### src/rtl/instr_fetch_ctrl.sv
`default_nettype none
// instr_fetch_ctrl: PC sequencer for a 1-cycle-latency instruction ROM with a
// 2-entry return buffer, valid/ready decode handoff, redirect flush and fault.
module instr_fetch_ctrl #(
  parameter logic [31:0] RESET_PC   = 32'h0000_0000,
  parameter int unsigned MEM_WORDS  = 1024,
  parameter int unsigned FIFO_DEPTH = 2
) (
  input  logic        CLK,
  input  logic        RST_N,
  input  logic        START,
  output logic        IM_EN,
  output logic [31:0] IM_ADDR,
  input  logic [31:0] IM_INSTR,
  output logic        INSTR_VALID,
  input  logic        INSTR_READY,
  output logic [31:0] INSTR,
  output logic [31:0] INSTR_PC,
  input  logic        REDIRECT,
  input  logic [31:0] REDIRECT_PC,
  output logic        FAULT,
  output logic        BUSY
);

  localparam logic [32:0] MEM_BYTES = 33'(MEM_WORDS) * 33'd4;

  typedef enum logic [1:0] {
    S_IDLE  = 2'd0,
    S_FETCH = 2'd1,
    S_FAULT = 2'd2
  } state_t;

  state_t      state, state_nxt;
  logic [31:0] pc, pc_nxt;
  logic        inflight;
  logic [31:0] inflight_pc;
  logic [31:0] fifo_instr [2];
  logic [31:0] fifo_pc    [2];
  logic        rd_ptr, wr_ptr;
  logic [1:0]  count;

  logic pop, credit, in_range, issue, redirect_ok, flush, push, fifo_pop;

  always_comb begin
    state_nxt   = state;
    pc_nxt      = pc;
    issue       = 1'b0;
    pop         = INSTR_VALID & INSTR_READY;
    credit      = (({1'b0, count} + {2'b00, inflight}) - {2'b00, pop}) < 3'(FIFO_DEPTH);
    in_range    = {1'b0, pc} < MEM_BYTES;
    redirect_ok = (REDIRECT_PC[1:0] == 2'b00);
    flush       = REDIRECT & (state != S_FAULT);
    case (state)
      S_IDLE: begin
        if (REDIRECT && redirect_ok) pc_nxt = REDIRECT_PC;
        if (START) state_nxt = S_FETCH;
      end
      S_FETCH: begin
        if (REDIRECT) begin
          // A misaligned target flushes but leaves the PC untouched.
          if (redirect_ok) pc_nxt = REDIRECT_PC;
          else             state_nxt = S_FAULT;
        end else if (credit) begin
          if (in_range) begin
            issue  = 1'b1;
            pc_nxt = pc + 32'd4;
          end else begin
            state_nxt = S_FAULT;
          end
        end
      end
      default: ;
    endcase
  end

  always_ff @(posedge CLK or negedge RST_N) begin
    if (!RST_N) state <= S_IDLE;
    else        state <= state_nxt;
  end

  assign IM_EN   = issue;
  assign IM_ADDR = pc;
  assign BUSY    = (state == S_FETCH);
  assign FAULT   = (state == S_FAULT);

  // With the buffer empty, the returning word is presented straight to decode.
  assign INSTR_VALID = (count != 2'd0) | inflight;
  assign INSTR       = (count != 2'd0) ? fifo_instr[rd_ptr] : (inflight ? IM_INSTR : 32'h0);
  assign INSTR_PC    = (count != 2'd0) ? fifo_pc[rd_ptr]    : (inflight ? inflight_pc : 32'h0);

  assign fifo_pop = pop & (count != 2'd0);
  assign push     = inflight & ~(pop & (count == 2'd0));

  always_ff @(posedge CLK or negedge RST_N) begin
    if (!RST_N) begin
      pc          <= RESET_PC;
      inflight    <= 1'b0;
      inflight_pc <= 32'h0;
      rd_ptr      <= 1'b0;
      wr_ptr      <= 1'b0;
      count       <= 2'd0;
      for (int i = 0; i < 2; i++) begin
        fifo_instr[i] <= 32'h0;
        fifo_pc[i]    <= 32'h0;
      end
    end else begin
      pc       <= pc_nxt;
      inflight <= issue;
      if (issue) inflight_pc <= pc;
      if (flush) begin
        rd_ptr <= 1'b0;
        wr_ptr <= 1'b0;
        count  <= 2'd0;
      end else begin
        if (push) begin
          fifo_instr[wr_ptr] <= IM_INSTR;
          fifo_pc[wr_ptr]    <= inflight_pc;
          wr_ptr             <= ~wr_ptr;
        end
        if (fifo_pop) rd_ptr <= ~rd_ptr;
        count <= (count + {1'b0, push}) - {1'b0, fifo_pop};
      end
    end
  end

endmodule
`default_nettype wire
### config.mk
export PLATFORM = sky130hd
export DESIGN_NAME = instr_fetch_ctrl
export DESIGN_NICKNAME = d
export VERILOG_FILES = /design/src/rtl/instr_fetch_ctrl.sv
export SDC_FILE = /design/constraint.sdc
export NUM_CORES = 1
export LEC_CHECK = 0
export ABC_AREA = 0
export CORE_UTILIZATION = 53
export DETAILED_ROUTE_END_ITERATION = 6
export PLACE_DENSITY_LB_ADDON = 0.1
export SYNTH_ARGS = -nofsm -noshare
export SYNTH_HDL_FRONTEND = slang
export SYNTH_SLANG_ARGS = --single-unit
### constraint.sdc
create_clock -name CLK -period 4.9 [get_ports CLK]
set_input_delay 1.47 -clock CLK [delete_from_list [all_inputs] [get_ports CLK]]
set_output_delay 1.47 -clock CLK [all_outputs]
set_load 0.1 [all_outputs]
==> impl_metrics.yaml <==
outcome:
  status: "completed"
worst_setup_path:
  crit_type: "input pin to primary output"
  worstSetupEndpointType: "primary output"
  path_max_fanout: 2
  r2r_setup_slack_ps: 1470
  crit_chain: "dlygate4sd2_1, and2_1, ha_1, nand2b_4, fa_2, xnor2_2, nand2_2, nor2_8, buf_12"
  critPathMaxStageDelay_ps: 390
  cp-start-kind: "input pin"
  arrival_ps: 3330
  slowest_stage: "fa_2"
  cp.required_ps: 3430
global_routing:
  grt_pass1_wl_mm: 36.3
  antenna_found_initial: 0
  use_met1_pct: 33.6
  overflow: 0
  grtUsageTotal_pct: 25.6
  grtUsageMet3_pct: 5.15
  grt-busiest-layer: "met2"
  grt_pass1_vias: 7124
  grt_max_degree: 112
  grt_use_met2_pct: 42.5
layout:
  layout.cells.non_filler: 1196
  num_antenna_cells: 0
  layout-drive-gt1-share_pct: 29.4
  fin_util_pct: 68.3
  nets: 1032
  area_delta_synth_final_pct: 25.1
  fin_area_um2: 11900
  nFillCells: 1306
pwr:
  p_sw_share_pct: 43.2
  power.share.combinational_pct: 37.6
  p_per_area_nw_per_um2: 479
  switching_power_mw: 2.46
  irDropWorstVdd_mv: 0.654
  seqPwrFrac_pct: 36.6
  p_leak_nw: 5.61
  clkPwrFrac_pct: 25.8
  power.internal_mw: 3.24
logic_synthesis:
  ys_top_cells_by_count: "dfrtp_1, mux2_2, nand3_1"
  synthTopCellsByArea: "dfrtp_1, mux2_2, mux2i_1"
  yosys_warnings: 0
  synth_edf_count: 0
  syn_inst: 804
  synthAdderAreaFrac_pct: 0.737
  synth_top_family_by_area: "multiplexers"
  synthesis.nets: 878
  synth_xor_area_share_pct: 0.461
  synthArstFlopShare_pct: 100
  synthFlopType: "dfrtp_1"
  syn_area_per_cell_um2: 11.8
  synth_mux_area_share_pct: 23.7
  ys_ff_latch: 199
  yosysMostFrequentCell: "dfrtp_1"
  synth-compound-area-share_pct: 7.98
  yosysTopAreaCell: "dfrtp_1"
  yosysUniqueCellTypes: 63
  synthSimpleGateAreaFrac_pct: 11.6
  ys_seq_area_share_pct: 52.4
  netlist_area_um2: 9500
  yosysTopAreaCellShare_pct: 52.4
placement:
  post-dp-hpwl_mm: 14.5
  gp_congestion: 0.901
  portBuffers: 168
  dp.cells: 1162
  dpl_cell_area_um2: 11200
  post-place-ws_ps: -267
sta:
  rsz0062_at_grt: "false"
  finalHoldViolCount: 0
  whs_ps: 508
  relSlewSlack_pct: 29.9
  fin_crit_sh_pct: 98.1
  slew_viol_final: 0
  fmax_ghz: 0.208
  fin_skew_ps: 9.37
  layout_setup_ws_ps: 95.4
  setup_viol: 0
  tightestPinTransition_ps: 1050
  period_needed_ps: 4800
drt:
  vias: 7009
  first_pass_iters: 5
  routed_wl_mm: 22.7
  drt-wirelength-per-cell_um: 18.9
  drc_errors: 0
  drtAntennaViolNets: 0
  drtIter0Drc: 499
  viasPerCell: 5.86
floorplan:
  coreArea_um2: 17400
  row_count: 48
  io_pins: 169
  initial_core_util_pct: 54.6
  die_y_um: 136
  die_w_um: 136
  die_area_um2: 18500
clocking:
  clock_latency_ps: 430
  clk_pin_slew_worst_paths_ps: 70
  cts_tree: "yes"
  htreeDepth: 4
  cts_max_path_buffers: 2
  cts_buffers: 17
  clock-sinks: 199
  root_buffer: "clkbuf_16"
flow_run:
  maxCapViolations: 0
worst_hold_path:
  hold_path.class: "register to register"
==> through the flow <==
stage                     power [mW]  TNS, ps
after floorplan                 3.56        0
after global placement          4.16     -150
after detailed placement        4.21     -267
after CTS                       5.72        0
after global routing            5.91        0
final                           5.70        0
==> cell families (layout without fill, tap and decap cells) <==
kind of cell | after synthesis | after routing
compound gates | 129 | 129
xor+xnor | 5 | 5
fa+ha+maj | 5 | 5
buf+inv | 61 | 228
flops | 199 | 199
mux | 204 | 204
simple gates | 201 | 201
==> cell type report <==
type	instances	area (um^2)	area share [%]
inverters	5	18.8	0.158
flip-flops and latches	199	4980	41.9
multi-input cells	544	4260	35.8
well taps	225	282	2.37
clock inverters	13	168	1.41
clock buffers	19	453	3.81
repair buffers	191	1730	14.5
==> critical path: cells and delay by family <==
kind,cells,cell delay (ps)
XOR/XNOR,1,220
adder cells (fa/ha/maj),2,660
buffers and inverters,2,420
AND/OR/NAND/NOR,4,560
==> layer usage <==
metal | vias to the layer above | share of wire (%)
met1 | 3518 | 43
met3 | 22 | 6.0
li1 | 3216 | -
met5 | - | 0
met2 | 253 | 50
met4 | 0 | 1.5
==> placed cells by master (no fill, tap or decap), types with 5 or more instances in the layout <==
cell type and instances:
mux2_2 131, clkdlybuf4s50_1 100, buf_4 86, o21ai_0 67, a21oi_1 18, clkbuf_16 17
nor2_1 34, nor2b_1 23, o22ai_1 13, nand3_1 79, mux2_4 9, dfrtp_1 197
nor3_1 5, nand4_1 6, mux2i_1 64, inv_1 5, nand2_1 18
==> power groups by stage <==
stage	Sequential, mW	Combinational, mW	Clock, mW
3_3_place_gp	2.10	2.07	0
3_5_place_dp	2.10	2.10	0
4_1_cts	2.08	2.15	1.49
2_1_floorplan	2.84	0.718	0
5_1_grt	2.11	2.24	1.56
6_report	2.09	2.15	1.47
==> what timing repair did <==
item / CTS / global route
hold buffers: 0 / 0
hold endpoints to repair: 0 / 0
endpoints found under the setup margin: 1 / 0
gates resized for setup: 5 / 0
buffers inserted: 2 / 0
==> worst paths after layout <==
kind,end,startpoint,cells after the start
setup / recovery,IM_EN,INSTR_READY,9
max in group asynchronous,fifo_instr[42],RST_N,2
hold / removal,fifo_instr[39],fifo_instr[39],1
min in group asynchronous,fifo_instr[48],RST_N,1
setup reg to reg,IM_ADDR[5],count[1],12
hold reg to reg,fifo_instr[39],fifo_instr[39],1
==> sequential cells by signal (all words and copies together) (netlist names) <==
register     count
state            2
count            2
fifo_pc         64
rd_ptr           1
fifo_instr      64
wr_ptr           1
inflight         1
inflight_pc     32
IM_ADDR         32
(Power assumes the default switching activity.)
